File: src/rtl/pkt_encap.sv
// Packet encapsulator: frames a block of memory words into headered packets for router input port 0.
// Optional per-packet XOR trailer word is compiled in with PKT_ENCAP_CRC_EN.
module pkt_encap #(
    parameter int AURORA_DATA_WIDTH = 64,
    parameter int ADDR_WIDTH        = 10,
    parameter int NUMBER_PACKET     = 19,
    parameter int PAYLOAD_WORDS     = 2
) (
    input  logic                         clk,
    input  logic                         rst,
    input  logic                         start_encap_pkt,
    input  logic [ADDR_WIDTH-1:0]        src_addr,
    input  logic [ADDR_WIDTH-1:0]        router_dst_addr_send,
    input  logic [8:0]                   header_pkt_send,
    output logic                         mem_rd_en,
    output logic [ADDR_WIDTH-1:0]        mem_addr,
    input  logic [AURORA_DATA_WIDTH-1:0] mem_rdata,
    input  logic                         fifo_full,
    output logic                         fifo_wr_en,
    output logic [AURORA_DATA_WIDTH-1:0] fifo_wdata,
    output logic                         busy,
    output logic                         encap_done
);

    localparam int PN_W = (NUMBER_PACKET > 1) ? $clog2(NUMBER_PACKET) : 1;
    localparam int WC_W = (PAYLOAD_WORDS > 1) ? $clog2(PAYLOAD_WORDS) : 1;
    localparam logic [PN_W-1:0] LAST_PKT  = PN_W'(NUMBER_PACKET - 1);
    localparam logic [WC_W-1:0] LAST_WORD = WC_W'(PAYLOAD_WORDS - 1);

    typedef enum logic [2:0] {
        S_IDLE,
        S_HDR,
        S_RD,
        S_WAIT,
        S_PAY,
`ifdef PKT_ENCAP_CRC_EN
        S_TRL,
`endif
        S_DONE
    } state_t;

    state_t                         state_q, state_nx;
    logic [ADDR_WIDTH-1:0]          src_q, dst_q, rd_idx;
    logic [1:0]                     ttl_q, srt_q;
    logic [PN_W-1:0]                pkt_cnt;
    logic [WC_W-1:0]                word_cnt;
    logic [AURORA_DATA_WIDTH-1:0]   hold_q;
    logic [AURORA_DATA_WIDTH-1:0]   hdr_word;
    logic                           last_pkt, last_word, pkt_end;
    logic                           unused_hdr_bits;

    assign unused_hdr_bits = ^header_pkt_send[6:2];
    assign last_pkt  = (pkt_cnt == LAST_PKT);
    assign last_word = (word_cnt == LAST_WORD);

    always_comb begin
        hdr_word = '0;
        hdr_word[9 +: ADDR_WIDTH] = dst_q;
        hdr_word[8:7] = ttl_q;
        hdr_word[6:2] = 5'(pkt_cnt);
        hdr_word[1:0] = srt_q;
    end

`ifdef PKT_ENCAP_CRC_EN
    logic [AURORA_DATA_WIDTH-1:0] crc_q;

    // Accumulator restarts from each accepted header, then folds in every accepted payload word.
    always_ff @(posedge clk) begin
        if (rst) begin
            crc_q <= '0;
        end else if (fifo_wr_en) begin
            if (state_q == S_HDR) begin
                crc_q <= hdr_word;
            end else if (state_q == S_PAY) begin
                crc_q <= crc_q ^ hold_q;
            end
        end
    end
`endif

    always_ff @(posedge clk) begin
        if (rst) begin
            state_q  <= S_IDLE;
            src_q    <= '0;
            dst_q    <= '0;
            ttl_q    <= '0;
            srt_q    <= '0;
            pkt_cnt  <= '0;
            word_cnt <= '0;
            rd_idx   <= '0;
            hold_q   <= '0;
        end else begin
            state_q <= state_nx;
            case (state_q)
                S_IDLE: begin
                    if (start_encap_pkt) begin
                        src_q    <= src_addr;
                        dst_q    <= router_dst_addr_send;
                        ttl_q    <= header_pkt_send[8:7];
                        srt_q    <= header_pkt_send[1:0];
                        pkt_cnt  <= '0;
                        word_cnt <= '0;
                        rd_idx   <= '0;
                    end
                end
                S_RD:   rd_idx <= rd_idx + 1'b1;
                S_WAIT: hold_q <= mem_rdata;
                S_PAY: begin
                    if (fifo_wr_en && !last_word) begin
                        word_cnt <= word_cnt + 1'b1;
                    end
                end
                default: ;
            endcase
            if (pkt_end && !last_pkt) begin
                pkt_cnt  <= pkt_cnt + 1'b1;
                word_cnt <= '0;
            end
        end
    end

    always_comb begin
        state_nx   = state_q;
        mem_rd_en  = 1'b0;
        mem_addr   = '0;
        fifo_wr_en = 1'b0;
        fifo_wdata = '0;
        busy       = 1'b1;
        encap_done = 1'b0;
        pkt_end    = 1'b0;
        case (state_q)
            S_IDLE: begin
                busy = 1'b0;
                if (start_encap_pkt) begin
                    state_nx = S_HDR;
                end
            end
            S_HDR: begin
                fifo_wdata = hdr_word;
                fifo_wr_en = !fifo_full;
                if (!fifo_full) begin
                    state_nx = S_RD;
                end
            end
            S_RD: begin
                mem_rd_en = 1'b1;
                mem_addr  = src_q + rd_idx;
                state_nx  = S_WAIT;
            end
            S_WAIT: state_nx = S_PAY;
            S_PAY: begin
                fifo_wdata = hold_q;
                fifo_wr_en = !fifo_full;
                if (!fifo_full) begin
                    if (!last_word) begin
                        state_nx = S_RD;
                    end else begin
`ifdef PKT_ENCAP_CRC_EN
                        state_nx = S_TRL;
`else
                        pkt_end = 1'b1;
`endif
                    end
                end
            end
`ifdef PKT_ENCAP_CRC_EN
            S_TRL: begin
                fifo_wdata = crc_q;
                fifo_wr_en = !fifo_full;
                if (!fifo_full) begin
                    pkt_end = 1'b1;
                end
            end
`endif
            S_DONE: begin
                busy       = 1'b0;
                encap_done = 1'b1;
                state_nx   = S_IDLE;
            end
            default: state_nx = S_IDLE;
        endcase
        if (pkt_end) begin
            state_nx = last_pkt ? S_DONE : S_HDR;
        end
    end

endmodule
File: config.mk
export PLATFORM = sky130hd
export DESIGN_NAME = pkt_encap
export DESIGN_NICKNAME = d
export VERILOG_FILES = /design/src/rtl/pkt_encap.sv
export SDC_FILE = /design/constraint.sdc
export NUM_CORES = 1
export LEC_CHECK = 0
export ABC_AREA = 1
export BUFFER_PORTS_ARGS = -buffer_cell sky130_fd_sc_hd__buf_2
export CORE_MARGIN = 5
export CORE_UTILIZATION = 50
export DETAILED_ROUTE_END_ITERATION = 8
export GPL_TIMING_DRIVEN = 1
export PLACE_DENSITY = 0.8
export SYNTH_ARGS = -nofsm -noshare
export SYNTH_HDL_FRONTEND = slang
export SYNTH_SLANG_ARGS = --single-unit
File: constraint.sdc
create_clock -name clk -period 2.16 [get_ports clk]
set_input_delay 0 -clock clk [delete_from_list [all_inputs] [get_ports clk]]
set_output_delay 0 -clock clk [all_outputs]
set_load 0.01 [all_outputs]
# == Yosys cells after proc, flatten, opt, wreduce, memory -nomap -nowiden ==
# Index checks and enable logic that the tools add are counted.
# word_totals
wordCells,67
register_bits,107
output_inout_bits,78
inputBits,97
# classes
muxes,24
add_sub_neg,4
n_reduce_logical,18
n_eq_ne,12
# ops
operator,count
$pmux 64 s2,1
$mux 10,2
$pmux 10 s2,1
$mux 3,6
$mux 5,3
$pmux 3 s5,1
$ne 3x3->1 const B,4
$add 10x1->10 const B,1
$add 10x10->10,1
$mux 1,9
$reduce_bool 2->1,4
$eq 3x2->1 const B,2
$eq 3x3->1 const B,2
$reduce_and 2->1,3
$reduce_or 2->1,3
$add 5x1->5 const B,1
$eq 5x5->1 const B,1
$ne 2x2->1 const B,2
$reduce_and 4->1,1
$eq 3x1->1 const B,1
$logic_not 1->1,3
$logic_not 3->1,1
$reduce_and 3->1,1
$logic_and 1x1->1,2
other kinds (2),2

# == Logic depth before layout (Yosys ltp) ==
# Gate-level depths: netlist of run 1.
# logic_depth
word_depth,6
depth_mapped,10
ltp_nobuf,10

# == Worst setup path before layout of run 1 ==
# OpenSTA, ideal clock, no wires.
# synth_path
path_type,register -> output
start,register rd_idx[0]
end,output mem_addr[8]
n_path_buf,0
slack_ns,0.487
stages_incl_launch_ff,9
t_arrival_ns,1.673
required_time_ns,2.160
path_cell_list,dfxtp_1 -> ha_1 -> inv_1 -> fa_1 -> o21ai_0 -> nand2_1 -> nand3_1 -> nand2_1 -> nor2_1
# synth_between
elab_chain_cells,2
# synth_rtl
element,line_no,text
start: declaration,43,"logic [ADDR_WIDTH-1:0] src_q, dst_q, rd_idx;"
start signal: assignment,106,S_RD: rd_idx <= rd_idx + 1'b1;
$add 10x10->10,147,mem_addr = src_q + rd_idx;
$mux 10,131,case (state_q)
end: declaration,16,"output logic [ADDR_WIDTH-1:0] mem_addr,"
# No other way between the ends.

# == Worst setup path in the final report of run 1 ==
# Same ends and word-level chain as after synthesis.

==> metrics.csv, run 1 <==
stage,metric,value,unit
floorplan,die span in x,110,um
floorplan,Die Ht,110,um
routing,post-route ant nets,0,
worst_setup_path,CP cell instances,"ha_2, inv_1, fa_2, o21ai_2, nand2_1, nand3_1, nand2_1, nor2_1, buf_2",
worst_setup_path,Worst Setup Start Kind,flop,
yosys,Synth Cell Area,5010,um2
layout,final core occ,71.3,%
yosys,share of the synthesized area in the top cell type,42.8,%
worst_setup_path,Worst Reg-to-Reg Cells,7,
layout,layout cells sized above 1,22.0,%
clocking,clk root buf,clkbuf_8,
yosys,Post-Syn Nets,827,
hold_path,Worst Hold Class,input port to flop,
worst_setup_path,Worst Setup EP,mem_addr[8],
worst_setup_path,R2R Path Start,state_q[2],
worst_setup_path,Critical Path End Type,output port,
grt,largest net degree at the start of global routing,54,
clocking,CTS tree,done,
layout,"commonest non-fill, non-tap cells in the layout","169 x buf_2, 132 x nor2_1, 116 x o21ai_0, 106 x dfxtp_1, 93 x inv_1",
grt,Overall Global Routing Usage,24.1,%
placed_design,IO buf count,169,
grt,vias in the first global route,5179,
yosys,#FFs+latches synth,107,
yosys,syn_area_per_cell,6.99,um2
grt,initial antenna violation count,0,
clocking,Clock Pin Slew Worst Setup and Hold Paths,0.10,ns
placed_design,Routability Congestion,0.810,
pwr,PwrDens,596,nW/um2
yosys,synth warn,0,
worst_setup_path,crit path max-delay cell type,dfxtp_2,
placed_design,placed instance area,5860,um2
layout,synthesis-to-layout area growth,39.1,%
placed_design,HPWL after detailed placement,8710,um
routing,vias per inst,4.99,
pwr,Peak VDD IR,0.000579,V
worst_setup_path,"Req. time, crit path",2.16,ns
floorplan,full die area,12100,um2
sta,hold slack final,0.0654,ns
layout,Final Cell Area,6970,um2
pwr,Leak,0.00314,uW
worst_setup_path,critical setup path kind,flop to output port,
routing,DRT Pass-1 Iters,7,
clocking,clock tree buffer depth,2,
clocking,cts bufs inserted,9,
sta,Setup TNS Final,0,ns
yosys,top area cells in the synthesized netlist,"dfxtp_1 43%, o21ai_0 12%, nor2_1 9.9%, a21oi_1 8.3%, inv_1 7.0%",
worst_setup_path,CP Max Fanout,5,
layout,"commonest non-fill, non-tap cell in the layout",buf_2,
yosys,Mapped Cells,717,
yosys,post-synth top area cell,dfxtp_1,
routing,Wirelength per Cell,13.5,um
sta,final hold vios,0,
clocking,H-tree levels,3,
sta,Worst Tran Pin Value,0.801,ns
worst_setup_path,Buf/Inv on CP,2,
clocking,clock latency on the worst-skew pair,0.36,ns
yosys,Synth cell types,33,
floorplan,# rows,36,
outcome,result of the run,"complete, no violations",
sta,RSZ-0062 raised after global routing,no,
grt,grt total ovfl,0,
sta,final setup violation count,0,
worst_setup_path,CP dominant cell by count,nand2_1,
worst_setup_path,Levels on crit path,9,
flow_run,Max-Cap Viols,0,
worst_setup_path,crit-path max cell delay,0.38,ns
sta,Slew Limit Fails,0,
routing,DRC violations left,0,
sta,Slew HR,46.6,%
floorplan,Initial Util,51.3,%
clocking,clock sink total,107,
layout,layout net count,1066,
floorplan,core area,9770,um2
worst_setup_path,FF-to-FF setup slack,0.38,ns
layout,Antenna diodes,0,
sta,Final Cycle Share,91.1,%
yosys,sequential area share after synthesis,42.8,%
grt,first-pass GRT wire length,23700,um
sta,Layout Skew,0.0153,ns
floorplan,Ports,175,
routing,Routed WL,14800,um
sta,Final Critical Period,1.97,ns
worst_setup_path,Critical R2R Capture,state_q[0],
routing,Initial DRC Count,435,
routing,Via Count,5457,
worst_setup_path,CP top delay family,adder cells,
worst_setup_path,CP arrival,1.97,ns
worst_setup_path,Worst Setup SP,rd_idx[0],
sta,Max Clock Freq,0.508,GHz
## synthesized netlist by cell type, drive strengths merged
cell type / count
nor2: 134
o21ai: 120
dfxtp: 107
inv: 98
a21oi: 83
nand2: 79
buf: 30
nand3: 20
ha: 12
clkbuf: 11
nor3: 6
xnor2: 3
xor2: 3
nand4: 2
a22o: 1
and2: 1
clkinv: 1
fa: 1
nor3b: 1
o211ai: 1
o21a: 1
o22ai: 1
or2: 1
## metal layers
| metal | vias up | global-route usage (%) | part of all wire (%) |
|---|---|---|---|
| met5 | - | 0 | 0 |
| met4 | 0 | 8.62 | 2.8 |
| met3 | 36 | 4.89 | 8.1 |
| met2 | 210 | 40.8 | 46 |
| met1 | 2452 | 30.3 | 43 |
| li1 | 2759 | - | - |
## flip-flops by register name (all words and copies together), names as in the netlist
name,count
last_word,1
pkt_cnt,5
dst_q,10
hold_q,64
src_q,10
rd_idx,10
state_q,3
srt_q,2
ttl_q,2
## worst min-delay path, cell delays in order
cell     delay (ns)
buf_2          0.08
o21ai_0        0.14
a21oi_1        0.15
## kinds of logic (layout without fill, tap and decap cells)
logic type / Yosys count / in the layout / synth area share (%)
AOI/OAI and AO/OA: 207 / 207 / 20.9
xor gates and xnor gates: 6 / 6 / 1.05
adders and majority gates: 13 / 13 / 3.40
buffers and inverters: 140 / 384 / 12.3
DFF: 107 / 107 / 42.8
and+or+nand+nor: 244 / 244 / 19.7
## worst min-delay path by stage
stage / startpoint / to / cells after the start
floorplan: fifo_full / fifo_wr_en / 1
global placement: src_addr[6] / src_q[6] / 3
detailed placement: mem_rdata[2] / hold_q[2] / 3
CTS: mem_rdata[27] / hold_q[27] / 3
global route: mem_rdata[27] / hold_q[27] / 3
finish: mem_rdata[27] / hold_q[27] / 3
## metrics by stage
stage               power [uW]  cells  setup WS [ns]
CTS                       4170   1093        0.00361
finish                    4160   1094          0.193
global route              4380   1094         0.0132
detailed placement        2880    987          0.265
floorplan                 2670    717          0.487
global placement          2870    987          0.289
## repair_timing
action                                  in CTS  in global routing
pin swaps                                    0                  1
gates resized for setup                      3                  3
setup buffers                                0                  1
hold buffers                                90                  0
endpoints found under the hold margin       96                  0
endpoints found under the setup margin       2                  2
## area by class of cell
class / count / area (um2)
inverter: 99 / 372
fill: 755 / 2810
clock inverter: 6 / 53.8
sequential: 107 / 2140
clock buffer: 10 / 128
tap: 133 / 166
timing repair buffer: 269 / 1830
multi-input combinational: 470 / 2270
## report_power, final
part           leakage (uW)  switching (uW)  internal, uW
combinational       0.00218             475           352
sequential         0.000870            57.9          2110
clock             0.0000898             717           444
Note: power is estimated with default switching activity, not from simulation.
==> run 2, diff against run 1 <==
Settings changed: CORE_MARGIN 5 to 2.
==> metrics.csv, run 2 (synthesis results as in run 1) <==
stage,metric,value,unit
pwr,Leak,0.00316,uW
sta,final hold vios,0,
sta,final setup violation count,0,
routing,DRT Pass-1 Iters,8,
pwr,Peak VDD IR,0.000355,V
sta,Max Clock Freq,0.500,GHz
routing,post-route ant nets,0,
hold_path,Hold EP,state_q[1],
layout,"commonest non-fill, non-tap cell in the layout",buf_2,
layout,register area,2140,um2
pwr,Comb power frac,19.7,%
grt,vias in the first global route,5075,
routing,DRC violations left,0,
clocking,number of setup buffers added after CTS,0,
clocking,clk root buf,clkbuf_8,
worst_setup_path,Critical R2R Capture,state_q[0],
floorplan,Die Ht,104,um
worst_setup_path,CP dominant cell by count,nand2_1,
hold_path,hold path depth,5,
worst_setup_path,FF-to-FF setup slack,0.19,ns
worst_setup_path,Critical Path End Type,output port,
floorplan,# rows,36,
grt,largest net degree at the start of global routing,49,
worst_setup_path,critical setup path kind,flop to output port,
sta,Slew HR,49.2,%
grt,grt total ovfl,0,
grt,GRT busiest layer,met2,
worst_setup_path,CP cell instances,"ha_2, inv_1, fa_2, o21ai_2, nand2_1, nand3_1, nand2_1, nor2_1, buf_2",
layout,max FFs per register,64,
layout,Fill cells,769,
floorplan,Initial Util,51.5,%
clocking,Clock Pin Slew Worst Setup and Hold Paths,0.11,ns
layout,layout net count,1067,
grt,GR Layer Usage met3,5.83,%
routing,Via Count,5515,
floorplan,core area,9730,um2
pwr,PwrDens,599,nW/um2
worst_setup_path,CP arrival,2.00,ns
placed_design,HPWL after detailed placement,8450,um
worst_setup_path,R2R Path Start,state_q[1],
routing,Routed WL,14300,um
grt,met1 global-route usage,34.0,%
clocking,H-tree levels,3,
sta,Worst Tran Pin Value,0.760,ns
pwr,sequential share of power,51.7,%
sta,RSZ-0062 raised after global routing,no,
routing,Initial DRC Count,314,
sta,Setup TNS Final,0,ns
routing,vias per inst,5.04,
worst_setup_path,CP Max Fanout,5,
worst_setup_path,Worst Reg-to-Reg Cells,8,
layout,"commonest non-fill, non-tap cells in the layout","169 x buf_2, 132 x nor2_1, 116 x o21ai_0, 106 x dfxtp_1, 93 x inv_1",
placed_design,Routability Congestion,0.881,
clocking,clock sink total,107,
routing,Wirelength per Cell,13.0,um
worst_setup_path,crit path max-delay cell type,dfxtp_2,
layout,area occupied by multi-input gates,2270,um2
pwr,switching share of power,29.8,%
sta,final setup margin,0.161,ns
worst_setup_path,crit-path max cell delay,0.39,ns
pwr,Clock power frac,28.6,%
layout,synthesis-to-layout area growth,39.7,%
grt,initial antenna violation count,0,
clocking,clock tree buffer depth,2,
worst_setup_path,"Req. time, crit path",2.16,ns
layout,largest register by flop count,hold_q,
layout,Antenna diodes,0,
floorplan,die span in x,104,um
sta,Layout Skew,0.0132,ns
layout,layout cells sized above 1,21.9,%
hold_path,Worst Hold Class,input port to flop,
clocking,CTS tree,done,
floorplan,Ports,175,
placed_design,IO buf count,169,
outcome,result of the run,"complete, no violations",
worst_setup_path,Worst Setup Start Kind,flop,
clocking,cts bufs inserted,9,
flow_run,Max-Cap Viols,0,
sta,Final Critical Period,2.00,ns
pwr,switching power,1250,uW
hold_path,Hold Path Origin,start_encap_pkt,
grt,Overall Global Routing Usage,26.3,%
floorplan,full die area,10800,um2
placed_design,Place WS,0.281,ns
sta,Final Cycle Share,92.6,%
pwr,internal power,2940,uW
grt,met2 Usage GRT,43.5,%
clocking,clock latency on the worst-skew pair,0.37,ns
grt,first-pass GRT wire length,23800,um
sta,Slew Limit Fails,0,
[run 2: cell type report]
type / instances / area share (%)
Timing Repair Buffer: 270 / 26.6
Clock buffer: 10 / 1.97
Tap cell: 133 / 2.38
Clock inverter: 6 / 0.769
Multi-Input combinational cell: 470 / 32.4
Sequential cell: 107 / 30.6
Inverter: 99 / 5.31
[run 2: power by group through the flow]
stage | clock (uW) | sequential (uW) | combinational, uW
3_5_place_dp | 0 | 2210 | 666
4_1_cts | 1240 | 2170 | 802
2_1_floorplan | 0 | 2200 | 478
5_1_grt | 1320 | 2180 | 926
3_3_place_gp | 0 | 2200 | 661
6_report | 1200 | 2170 | 826
[run 2: how the worst max path moves through the flow]
stage	startpoint	endpoint	slack [ns]	depth (start not counted)
finish	rd_idx[0]	mem_addr[8]	0.16	9
global route	rd_idx[0]	mem_addr[8]	0.008	9
CTS	rd_idx[0]	mem_addr[8]	0.04	9
detailed placement	rd_idx[0]	mem_addr[8]	0.28	9
global placement	rd_idx[0]	mem_addr[8]	0.29	9
floorplan	rd_idx[0]	mem_addr[8]	0.49	8
[run 2: critical path: cells and delay by family, from the launching register on]
kind / cells / cell delay (ns)
AOI/OAI and AO/OA: 1 / 0.19
adders and majority gates: 2 / 0.59
buffers and inverters: 2 / 0.19
DFF: 1 / 0.39
and+or+nand+nor: 4 / 0.29
[run 2: what timing repair did]
| action | CTS | global route |
|---|---|---|
| hold buffers | 91 | 0 |
| setup endpoints to repair | 2 | 3 |
| hold endpoints to repair | 97 | 0 |
| resized for setup | 3 | 3 |
[run 2: metrics by stage]
step	util (%)	cell area (um2)	instances	hold slack, ns	total power [uW]
detailed placement	60.5	5880	988	0.227	2880
finish	72.0	7000	1095	0.0903	4190
floorplan	-	5010	717	0.0515	2670
global route	72.0	7000	1095	0.136	4430
global placement	60.5	5880	988	0.222	2860
CTS	71.9	6990	1095	0.0614	4210
[run 2: metal layers]
layer / share of wire [%] / vias to the layer above / wire length, um
li1: - / 2760 / -
met1: 44 / 2492 / 6320
met2: 47 / 241 / 6750
met3: 6.6 / 22 / 944
met4: 1.8 / 0 / 250
met5: 0 / - / 0
